<file path="config.mk">
export PLATFORM = sky130hd
export DESIGN_NAME = uart_cmd_rx
export DESIGN_NICKNAME = d
export VERILOG_FILES = /design/src/rtl/uart_cmd_rx.sv
export SDC_FILE = /design/constraint.sdc
export NUM_CORES = 1
export LEC_CHECK = 0
export CAP_MARGIN = 20
export CORE_MARGIN = 2
export CORE_UTILIZATION = 45
export DETAILED_ROUTE_END_ITERATION = 7
export GPL_TIMING_DRIVEN = 0
export PLACE_DENSITY_LB_ADDON = 0.3
export SYNTH_ARGS = -nofsm -noshare
export SYNTH_HDL_FRONTEND = slang
export SYNTH_SLANG_ARGS = --single-unit
</file>
<file path="constraint.sdc">
create_clock -name clk -period 3.3 [get_ports clk]
set_clock_uncertainty 0.1 [all_clocks]
set_input_delay 0.66 -clock clk [delete_from_list [all_inputs] [get_ports clk]]
set_output_delay 0.66 -clock clk [all_outputs]
set_load 0.05 [all_outputs]
</file>
<file path="src/rtl/uart_cmd_rx.sv">
// uart_cmd_rx: 8N1 receiver plus ASCII command-line parser (letter, optional decimal, CR).
// Optional echo path enabled by defining UART_RX_ECHO_EN.
module uart_cmd_rx #(
    parameter int CLKS_PER_BIT = 868
) (
    input  logic       clk,
    input  logic       rst,
    input  logic       rxData,
    output logic [7:0] rxByte,
    output logic       rxByteValid,
    output logic       frameErr,
    output logic       cmdValid,
    output logic [2:0] cmdCode,
    output logic [7:0] cmdArg,
    output logic       cmdErr,
    output logic [7:0] echoData,
    output logic       echoValid
);

    localparam int CW = $clog2(CLKS_PER_BIT);
    localparam logic [CW-1:0] FULL_M1 = CW'(CLKS_PER_BIT - 1);
    localparam logic [CW-1:0] HALF_M1 = CW'(CLKS_PER_BIT / 2 - 1);

    typedef enum logic [2:0] {
        R_IDLE  = 3'd0,
        R_START = 3'd1,
        R_DATA  = 3'd2,
        R_STOP  = 3'd3,
        R_BREAK = 3'd4
    } rx_state_t;

    typedef enum logic [1:0] {
        P_CMD   = 2'd0,
        P_ARG   = 2'd1,
        P_FLUSH = 2'd2
    } p_state_t;

    // Returns {valid, code} for an already case-folded command letter.
    function automatic logic [3:0] decode_letter(input logic [7:0] b);
        case (b)
            8'h46:   return {1'b1, 3'd0};
            8'h42:   return {1'b1, 3'd1};
            8'h4C:   return {1'b1, 3'd2};
            8'h52:   return {1'b1, 3'd3};
            8'h48:   return {1'b1, 3'd4};
            8'h53:   return {1'b1, 3'd5};
            default: return 4'd0;
        endcase
    endfunction

    logic            r_sync1, r_sync2, r_sync3;
    rx_state_t       r_rx_state, w_rx_next;
    logic [CW-1:0]   r_cnt;
    logic [2:0]      r_bitcnt;
    logic [7:0]      r_shift;
    logic            w_line, w_fall, w_cnt_zero;
    logic            w_sample, w_byte_ok, w_frame_bad;

    p_state_t        r_p_state, w_p_next;
    logic [2:0]      r_code;
    logic [9:0]      r_acc;
    logic [1:0]      r_ndig;
    logic [7:0]      w_fold;
    logic [3:0]      w_digit;
    logic [3:0]      w_letter;
    logic [9:0]      w_acc_next;
    logic            w_is_digit, w_is_cr, w_skip, w_pass, w_byte_in;
    logic            w_cmd_ok, w_cmd_bad;

    assign w_line     = r_sync2;
    assign w_fall     = r_sync3 & ~r_sync2;
    assign w_cnt_zero = (r_cnt == '0);

    // Line synchroniser; the third stage only serves falling-edge detection.
    always_ff @(posedge clk or posedge rst) begin
        if (rst) begin
            r_sync1 <= 1'b1;
            r_sync2 <= 1'b1;
            r_sync3 <= 1'b1;
        end else begin
            r_sync1 <= rxData;
            r_sync2 <= r_sync1;
            r_sync3 <= r_sync2;
        end
    end

    // Receiver state register.
    always_ff @(posedge clk or posedge rst) begin
        if (rst) r_rx_state <= R_IDLE;
        else     r_rx_state <= w_rx_next;
    end

    // Receiver next-state logic.
    always_comb begin
        w_rx_next = r_rx_state;
        case (r_rx_state)
            R_IDLE:  if (w_fall) w_rx_next = R_START; else w_rx_next = R_IDLE;
            R_START: if (w_cnt_zero) w_rx_next = w_line ? R_IDLE : R_DATA;
                     else w_rx_next = R_START;
            R_DATA:  if (w_cnt_zero && r_bitcnt == 3'd7) w_rx_next = R_STOP;
                     else w_rx_next = R_DATA;
            R_STOP:  if (w_cnt_zero) w_rx_next = w_line ? R_IDLE : R_BREAK;
                     else w_rx_next = R_STOP;
            R_BREAK: if (w_line) w_rx_next = R_IDLE; else w_rx_next = R_BREAK;
            default: w_rx_next = R_IDLE;
        endcase
    end

    // Receiver decoded events.
    always_comb begin
        w_sample    = (r_rx_state == R_DATA) && w_cnt_zero;
        w_byte_ok   = (r_rx_state == R_STOP) && w_cnt_zero && w_line;
        w_frame_bad = (r_rx_state == R_STOP) && w_cnt_zero && !w_line;
    end

    // Bit timer, bit counter and shift register; the idle reload sets the half-bit start check.
    always_ff @(posedge clk or posedge rst) begin
        if (rst) begin
            r_cnt    <= '0;
            r_bitcnt <= 3'd0;
            r_shift  <= 8'd0;
        end else begin
            case (r_rx_state)
                R_IDLE: begin
                    r_cnt    <= HALF_M1;
                    r_bitcnt <= 3'd0;
                end
                R_START, R_DATA, R_STOP: r_cnt <= w_cnt_zero ? FULL_M1 : r_cnt - 1'b1;
                default: r_cnt <= r_cnt;
            endcase
            if (w_sample) begin
                r_shift  <= {w_line, r_shift[7:1]};
                r_bitcnt <= r_bitcnt + 3'd1;
            end
        end
    end

    // Registered receiver outputs.
    always_ff @(posedge clk or posedge rst) begin
        if (rst) begin
            rxByte      <= 8'd0;
            rxByteValid <= 1'b0;
            frameErr    <= 1'b0;
        end else begin
            rxByteValid <= w_byte_ok;
            frameErr    <= w_frame_bad;
            if (w_byte_ok) rxByte <= r_shift;
            else           rxByte <= rxByte;
        end
    end

    // Parser byte classification on the freshly received byte.
    always_comb begin
        if (rxByte >= 8'h61 && rxByte <= 8'h7A) w_fold = rxByte & 8'hDF;
        else                                     w_fold = rxByte;
        w_digit    = w_fold[3:0];
        w_is_digit = (w_fold >= 8'h30) && (w_fold <= 8'h39);
        w_is_cr    = (w_fold == 8'h0D);
        w_skip     = (w_fold == 8'h0A) || (w_fold == 8'h20);
        w_letter   = decode_letter(w_fold);
        w_acc_next = r_acc * 10'd10 + {6'd0, w_digit};
        w_byte_in  = rxByteValid && !w_skip;
        if (r_code == 3'd5) w_pass = (r_ndig != 2'd0) && (r_acc <= 10'd255);
        else                w_pass = (r_ndig == 2'd0);
    end

    // Parser state register.
    always_ff @(posedge clk or posedge rst) begin
        if (rst) r_p_state <= P_CMD;
        else     r_p_state <= w_p_next;
    end

    // Parser next-state logic.
    always_comb begin
        w_p_next = r_p_state;
        if (frameErr) begin
            if (r_p_state != P_CMD) w_p_next = P_FLUSH;
            else                    w_p_next = P_CMD;
        end else if (w_byte_in) begin
            case (r_p_state)
                P_CMD: begin
                    if (w_letter[3])  w_p_next = P_ARG;
                    else if (w_is_cr) w_p_next = P_CMD;
                    else              w_p_next = P_FLUSH;
                end
                P_ARG: begin
                    if (w_is_digit)   w_p_next = (r_ndig == 2'd3) ? P_FLUSH : P_ARG;
                    else if (w_is_cr) w_p_next = P_CMD;
                    else              w_p_next = P_FLUSH;
                end
                P_FLUSH: if (w_is_cr) w_p_next = P_CMD; else w_p_next = P_FLUSH;
                default: w_p_next = P_CMD;
            endcase
        end else begin
            w_p_next = r_p_state;
        end
    end

    // Parser line verdict at CR.
    always_comb begin
        w_cmd_ok  = 1'b0;
        w_cmd_bad = 1'b0;
        if (w_byte_in && w_is_cr) begin
            if (r_p_state == P_ARG) begin
                w_cmd_ok  = w_pass;
                w_cmd_bad = !w_pass;
            end else if (r_p_state == P_FLUSH) begin
                w_cmd_bad = 1'b1;
            end else begin
                w_cmd_ok  = 1'b0;
            end
        end else begin
            w_cmd_bad = 1'b0;
        end
    end

    // Pending command code, argument accumulator and digit count.
    always_ff @(posedge clk or posedge rst) begin
        if (rst) begin
            r_code <= 3'd0;
            r_acc  <= 10'd0;
            r_ndig <= 2'd0;
        end else if (w_byte_in && !frameErr) begin
            if (r_p_state == P_CMD && w_letter[3]) begin
                r_code <= w_letter[2:0];
                r_acc  <= 10'd0;
                r_ndig <= 2'd0;
            end else if (r_p_state == P_ARG && w_is_digit && r_ndig != 2'd3) begin
                r_acc  <= w_acc_next;
                r_ndig <= r_ndig + 2'd1;
            end
        end
    end

    // Registered command outputs; code/arg hold between accepted commands.
    always_ff @(posedge clk or posedge rst) begin
        if (rst) begin
            cmdValid <= 1'b0;
            cmdErr   <= 1'b0;
            cmdCode  <= 3'd0;
            cmdArg   <= 8'd0;
        end else begin
            cmdValid <= w_cmd_ok;
            cmdErr   <= w_cmd_bad;
            if (w_cmd_ok) begin
                cmdCode <= r_code;
                cmdArg  <= (r_code == 3'd5) ? r_acc[7:0] : 8'd0;
            end
        end
    end

`ifdef UART_RX_ECHO_EN
    // Echo each good byte alongside rxByteValid; a CR gets an LF on the following cycle.
    always_ff @(posedge clk or posedge rst) begin
        if (rst) begin
            echoData  <= 8'd0;
            echoValid <= 1'b0;
        end else if (w_byte_ok) begin
            echoData  <= r_shift;
            echoValid <= 1'b1;
        end else if (rxByteValid && rxByte == 8'h0D) begin
            echoData  <= 8'h0A;
            echoValid <= 1'b1;
        end else begin
            echoValid <= 1'b0;
        end
    end
`else
    assign echoData  = 8'd0;
    assign echoValid = 1'b0;
`endif

endmodule

</file>
# Yosys cells after proc, flatten, opt, wreduce, memory -nomap -nowiden
# Cells that the tools add are included.
# op_classes
n_mul,1
bitwise,2
mux,32
magnitude_cmp,5
addsub,4
eq_ne,19
n_reduce_logical,32
# ops
cell,count
"8-bit by 7-bit == test with 1-bit output, second input constant",6
10-bit two-way mux,3
4-bit one-hot mux with 6 select lines,1
2-bit two-way mux,11
10-bit one-hot mux with 2 select lines,1
"8-bit by 4-bit == test with 1-bit output, second input constant",2
3-bit one-hot mux with 5 select lines,1
1-bit logical AND,14
3-bit two-way mux,4
2-bit nonzero test,6
10-bit by 4-bit adder with 10-bit output,1
"10-bit by 8-bit <= comparator with 1-bit output, second input constant",1
10-bit logical NOT,1
"10-bit by 3-bit multiplier with 9-bit output, second input constant",1
"10-bit by 1-bit subtractor with 10-bit output, second input constant",1
"3-bit == test, second input constant",3
"8-bit by 6-bit == test with 1-bit output, second input constant",1
"8-bit by 6-bit >= comparator with 1-bit output, second input constant",1
"8-bit by 7-bit >= comparator with 1-bit output, second input constant",1
"8-bit by 6-bit <= comparator with 1-bit output, second input constant",1
"8-bit by 7-bit <= comparator with 1-bit output, second input constant",1
1-bit two-way mux,8
8-bit two-way mux,1
"3-bit by 2-bit == test with 1-bit output, second input constant",2
16 further kinds,22
# totals
wordCells,113
in_bits,3
regBits,67
out_inout_bits,32

# Depth between registers and ports, before layout
# Gate-level depths: netlist (run 1).
# logic_depth
word_depth,9
depth_mapped,10
depth_no_buf,10

# Worst setup path after synthesis (run 1)
# No wires, ideal clock.
# synth_timing
kind,reg2reg
start,register rxByte[2]
end,register cmdCode[0]
setup_slack_ps,660
setup_time_ps,125
stages_incl_launch_ff,8
required_time_ps,3075
t_arrival_ps,2415
period_less_slack_ps,2640
path_buffers,2
cell_sequence,dfrtp_1 buf_6 and4bb_1 nor3b_1 o31a_1 or4_4 buf_6 mux2_4
# synth_via
elab_chain_len,9
elab_cells_between_ends,12
cone_classes,order compare (2); eq/ne (3); mux (2); reduce/logical (5)
# synth_lines
item,line,rtl
"start, declared",9,"output logic [7:0] rxByte,"
"start signal, assigned",147,if (w_byte_ok) rxByte <= r_shift;
"start signal, assigned",148,else rxByte <= rxByte;
8-bit by 7-bit >= comparator with 1-bit output / 8-bit by 7-bit <= comparator with 1-bit output (equally long branches),154,if (rxByte >= 8'h61 && rxByte <= 8'h7A) w_fold = rxByte & 8'hDF;
1-bit logical AND,154,
6-bit two-way mux *,154,
8-bit by 4-bit == test with 1-bit output / 8-bit by 6-bit == test with 1-bit output (equally long branches),159,w_skip = (w_fold == 8'h0A) || (w_fold == 8'h20);
1-bit logical OR,159,
1-bit logical NOT,162,w_byte_in = rxByteValid && !w_skip;
1-bit logical AND,162,
1-bit logical AND *,203,if (w_byte_in && w_is_cr) begin
1-bit two-way mux *,203,
"end signal, assigned",246,cmdCode <= r_code;
"end, declared",13,"output logic [2:0] cmdCode,"
# Every way passes the cells marked *; elsewhere a longest branch is shown, timed or not.
# A chain may end at the register's enable or synchronous reset.

# Final worst setup path (run 1)
# layout_timing
start,register r_acc[1]
end,register r_acc[9]
# layout_via
elab_chain_len,4
# layout_lines
item,line,rtl
"start, declared",61,logic [9:0] r_acc;
"start signal, assigned",229,r_acc <= w_acc_next;
10-bit by 3-bit multiplier with 9-bit output,161,"w_acc_next = r_acc * 10'd10 + {6'd0, w_digit};"
10-bit by 4-bit adder with 10-bit output,161,
10-bit two-way mux,228,end else if (r_p_state == P_ARG && w_is_digit && r_ndig != 2'd3) begin
10-bit two-way mux,224,if (r_p_state == P_CMD && w_letter[3]) begin
# Every way passes these cells. The select of a mux whose other input is x is not followed.

==> results of run 1 <==
[per-layer routing]
layer  wire length [µm]  vias up
li1                   -     1266
met1               3340     1238
met2               3040       60
met3                309       11
met4                103        0
met5                  0        -
[logic make-up after synthesis]
| logic type | synth area share (%) |
|---|---|
| simple gates | 15.4 |
| xor+xnor | 4.06 |
| compound gates | 11.4 |
| mux | 8.58 |
| buf+inv | 5.64 |
| fa+ha+maj | 7.77 |
| flops | 47.0 |
| other cells | 0.105 |
[synth_stat cells, types with 3 or more instances]
master | number | area [µm²]
sky130_fd_sc_hd__a31oi_1 | 3 | 18.8
sky130_fd_sc_hd__buf_2 | 4 | 20.0
sky130_fd_sc_hd__buf_4 | 10 | 75.1
sky130_fd_sc_hd__xor2_1 | 10 | 87.6
sky130_fd_sc_hd__a21o_1 | 3 | 22.5
sky130_fd_sc_hd__a21oi_1 | 13 | 65.1
sky130_fd_sc_hd__dfstp_2 | 3 | 78.8
sky130_fd_sc_hd__o21ai_0 | 19 | 95.1
sky130_fd_sc_hd__nand2b_1 | 4 | 25.0
sky130_fd_sc_hd__nand3_1 | 9 | 45.0
sky130_fd_sc_hd__nor2_1 | 25 | 93.8
sky130_fd_sc_hd__clkbuf_1 | 8 | 30.0
sky130_fd_sc_hd__xnor2_1 | 4 | 35.0
sky130_fd_sc_hd__ha_1 | 19 | 238
sky130_fd_sc_hd__nor4_1 | 3 | 18.8
sky130_fd_sc_hd__a22o_1 | 12 | 105
sky130_fd_sc_hd__nand2_1 | 35 | 131
sky130_fd_sc_hd__nor2b_1 | 3 | 18.8
sky130_fd_sc_hd__a211oi_1 | 4 | 30.0
sky130_fd_sc_hd__inv_1 | 13 | 48.8
sky130_fd_sc_hd__mux2i_1 | 4 | 40.0
sky130_fd_sc_hd__dfrtp_1 | 64 | 1600
sky130_fd_sc_hd__mux2_2 | 21 | 236
sky130_fd_sc_hd__nor3_1 | 10 | 50.1
sky130_fd_sc_hd__nor3b_1 | 3 | 22.5
[critical path, cell delays in order, from the launching register on]
cell                       delay, ps
sky130_fd_sc_hd__dfrtp_1         460
sky130_fd_sc_hd__ha_1            320
sky130_fd_sc_hd__ha_1            160
sky130_fd_sc_hd__inv_1            60
sky130_fd_sc_hd__fa_1            410
sky130_fd_sc_hd__nand2b_1        170
sky130_fd_sc_hd__a21oi_1         150
sky130_fd_sc_hd__xor2_1          250
sky130_fd_sc_hd__nand3_1         140
sky130_fd_sc_hd__xnor3_1         370
sky130_fd_sc_hd__a22o_1          180
[metrics by stage]
stage | setup WS, ps | util, % | std cells | hold slack [ps] | cell area (µm²)
2_1_floorplan | 660 | - | 348 | 245 | 3600
3_3_place_gp | -264 | 51.5 | 475 | 246 | 3980
3_5_place_dp | 419 | 51.8 | 476 | 247 | 4000
4_1_cts | 399 | 54.3 | 492 | 258 | 4200
5_1_grt | 235 | 54.3 | 492 | 263 | 4200
6_report | 425 | 54.3 | 492 | 257 | 4200
[area by class of cell]
| type | instances | area, µm² | area share [%] |
|---|---|---|---|
| Tap cell | 102 | 128 | 3.04 |
| Multi-Input combinational cell | 243 | 1720 | 41.1 |
| Clock buffer | 11 | 141 | 3.37 |
| Timing Repair Buffer | 26 | 270 | 6.44 |
| Buffer | 25 | 153 | 3.64 |
| Clock inverter | 5 | 52.6 | 1.25 |
| Inverter | 13 | 48.8 | 1.16 |
| Sequential cell | 67 | 1680 | 40.0 |
[state kept, by name, summed over array words and instances, names as in the netlist, 2 cells and up]
name,count
r_shift,8
r_ndig,2
r_bitcnt,3
r_p_state,2
cmdCode,3
r_cnt,10
r_acc,10
rxByte,8
cmdArg,8
r_code,3
r_rx_state,3
[where the power goes]
group          total [W]  internal [W]  leakage, nW  switching (W)
combinational   0.000166     0.0000718         1.01      0.0000938
clock           0.000670      0.000366       0.0991       0.000304
sequential      0.000926      0.000872        0.896      0.0000540
[worst max-delay path by stage]
stage,startpoint,to,slack [ps],cells after the start
after global placement,rst,r_shift[1]$_DFFE_PP0P_,-260,2
after global routing,r_acc[1]$_DFFE_PP0P_,r_acc[9]$_DFFE_PP0P_,240,10
after floorplan,rxByte[2]$_DFFE_PP0P_,cmdCode[0]$_DFFE_PP0P_,660,7
after detailed placement,r_acc[1]$_DFFE_PP0P_,r_acc[9]$_DFFE_PP0P_,420,10
final,r_acc[1]$_DFFE_PP0P_,r_acc[9]$_DFFE_PP0P_,430,10
after CTS,r_acc[1]$_DFFE_PP0P_,r_acc[9]$_DFFE_PP0P_,400,10
==> flow_results.xml, run 1 <==
<?xml version="1.0" encoding="UTF-8"?>
<metrics>
  <group name="clock_network">
    <metric name="ctsResizeCount" unit="">0</metric>
    <metric name="cts.path.max_buffers" unit="">2</metric>
    <metric name="cts.repair_timing.setup_buffer_count" unit="">0</metric>
    <metric name="clk_pin_slew_worst_paths" unit="ps">70</metric>
    <metric name="cts_buffers" unit="">9</metric>
    <metric name="tritoncts" unit="">done</metric>
    <metric name="tritoncts_num_sinks" unit="">67</metric>
    <metric name="clk_latency" unit="ps">340</metric>
    <metric name="ctsRootBufferMaster" unit="">sky130_fd_sc_hd__clkbuf_8</metric>
    <metric name="quantity_of_hold_fixing_buffers_added_after_cts" unit="">0</metric>
    <metric name="cts-htree-levels" unit="">3</metric>
  </group>
  <group name="power">
    <metric name="finalPower" unit="W">0.00176</metric>
    <metric name="power_leakage" unit="nW">2.01</metric>
    <metric name="vdd_drop_max" unit="mV">0.345</metric>
    <metric name="power_per_cell_area" unit="nW/µm²">420</metric>
  </group>
  <group name="routing">
    <metric name="totalWireLength" unit="µm">6800</metric>
    <metric name="length_of_the_first_detailed_routing_pass_in_iterations" unit="">4</metric>
    <metric name="vias" unit="">2575</metric>
    <metric name="drt-wirelength-per-cell" unit="µm">13.8</metric>
    <metric name="initial_drc_count" unit="">154</metric>
    <metric name="route.antenna.remaining_nets" unit="">0</metric>
    <metric name="drc" unit="">0</metric>
    <metric name="viasPerCell" unit="">5.23</metric>
  </group>
  <group name="timing">
    <metric name="final.period_utilization" unit="%">87.1</metric>
    <metric name="setup_viol" unit="">0</metric>
    <metric name="hold_violations" unit="">0</metric>
    <metric name="setup_tns" unit="ps">0</metric>
    <metric name="fmax" unit="GHz">0.348</metric>
    <metric name="timing.slew.headroom" unit="%">59.6</metric>
    <metric name="post-route-min-period" unit="ps">2870</metric>
    <metric name="timing.final.max_slew_violations" unit="">0</metric>
    <metric name="worst_slew_pin_slew" unit="ps">605</metric>
    <metric name="rsz0062_at_grt" unit="">false</metric>
  </group>
  <group name="worst_setup_path">
    <metric name="regToRegStartpoint" unit="">r_acc[1]$_DFFE_PP0P_</metric>
    <metric name="timing_worst_setup_path_type" unit="">reg2reg</metric>
    <metric name="endpoint_kind" unit="">flop</metric>
    <metric name="reg2reg_depth" unit="">10</metric>
    <metric name="worstPathArrival" unit="ps">3010</metric>
    <metric name="timing.reg2reg.setup_slack" unit="ps">430</metric>
    <metric name="worstPathRequired" unit="ps">3430</metric>
    <metric name="worst_r2r_endpoint" unit="">r_acc[9]$_DFFE_PP0P_</metric>
    <metric name="start_kind" unit="">flop</metric>
    <metric name="path_max_fanout" unit="">5</metric>
  </group>
  <group name="grt">
    <metric name="initial_antenna_violation_count" unit="">0</metric>
    <metric name="grt_pass1_wl" unit="µm">12100</metric>
    <metric name="first_global_vias" unit="">2535</metric>
    <metric name="top_usage_layer" unit="">met2</metric>
    <metric name="grt.overflow.total" unit="">0</metric>
    <metric name="global_route.usage.met1" unit="%">25.2</metric>
    <metric name="grtUsageMet3" unit="%">4.83</metric>
    <metric name="track_usage" unit="%">17.8</metric>
    <metric name="pin_count_of_the_biggest_net_entering_global_routing" unit="">41</metric>
    <metric name="globalRouteMet2Util" unit="%">26.9</metric>
  </group>
  <group name="flow_run">
    <metric name="max-cap-violations" unit="">0</metric>
  </group>
  <group name="synthesis">
    <metric name="postSynthRegisterBits" unit="">67</metric>
    <metric name="synthesis.instances" unit="">340</metric>
    <metric name="synth_seq_area_share" unit="%">47.0</metric>
    <metric name="async_reset_ff_share" unit="%">100</metric>
    <metric name="syn_area_per_cell" unit="µm²">10.5</metric>
    <metric name="post_synth_instance_area" unit="µm²">3570</metric>
    <metric name="yosysWarnings" unit="">0</metric>
    <metric name="synth-edff-count" unit="">0</metric>
    <metric name="ys.flop_type" unit="">sky130_fd_sc_hd__dfrtp_1</metric>
    <metric name="netlist-cell-type-count" unit="">51</metric>
  </group>
  <group name="min_path">
    <metric name="hp-class" unit="">reg2reg</metric>
    <metric name="whs_endpoint" unit="">r_sync2$_DFF_PP1_</metric>
    <metric name="min_path_cells" unit="">0</metric>
    <metric name="timing.hold.worst.start" unit="">r_sync1$_DFF_PP1_</metric>
  </group>
  <group name="final_layout">
    <metric name="final_common_cell" unit="">sky130_fd_sc_hd__dfrtp_1</metric>
    <metric name="finish.net_count" unit="">409</metric>
    <metric name="flow.area_growth_from_synthesis" unit="%">17.4</metric>
    <metric name="n_antenna_cell" unit="">0</metric>
    <metric name="final.fill_count" unit="">702</metric>
    <metric name="most-common-layout-cells" unit="">64 x sky130_fd_sc_hd__dfrtp_1, 35 x sky130_fd_sc_hd__nand2_1, 25 x sky130_fd_sc_hd__nor2_1, 25 x sky130_fd_sc_hd__clkdlybuf4s50_1, 21 x sky130_fd_sc_hd__mux2_2</metric>
    <metric name="post_route_cells_drive_above_1_share" unit="%">17.2</metric>
  </group>
  <group name="floorplan">
    <metric name="i_o_pin_count" unit="">35</metric>
    <metric name="placeableCoreArea" unit="µm²">7730</metric>
    <metric name="floorplan.die_area" unit="µm²">8670</metric>
    <metric name="floorplan.die.height" unit="µm">93.1</metric>
    <metric name="placement_rows" unit="">32</metric>
    <metric name="chipWidth" unit="µm">93.1</metric>
    <metric name="initial_standard_cell_utilization_of_the_core" unit="%">46.3</metric>
  </group>
  <group name="placement">
    <metric name="detailed_place_hpwl" unit="µm">4870</metric>
    <metric name="place_congestion" unit="">0.846</metric>
    <metric name="numPortBuffers" unit="">25</metric>
  </group>
  <group name="status">
    <metric name="run_status" unit="">complete, no violations</metric>
  </group>
</metrics>
Power figures use the tool's default switching activity.
==> inputs of run 2 (changes only) <==
- CTS_CLUSTER_DIAMETER: unset -> 100
==> results of run 2 <==
The final DEF is identical to that of run 1; final timing and power are the same.
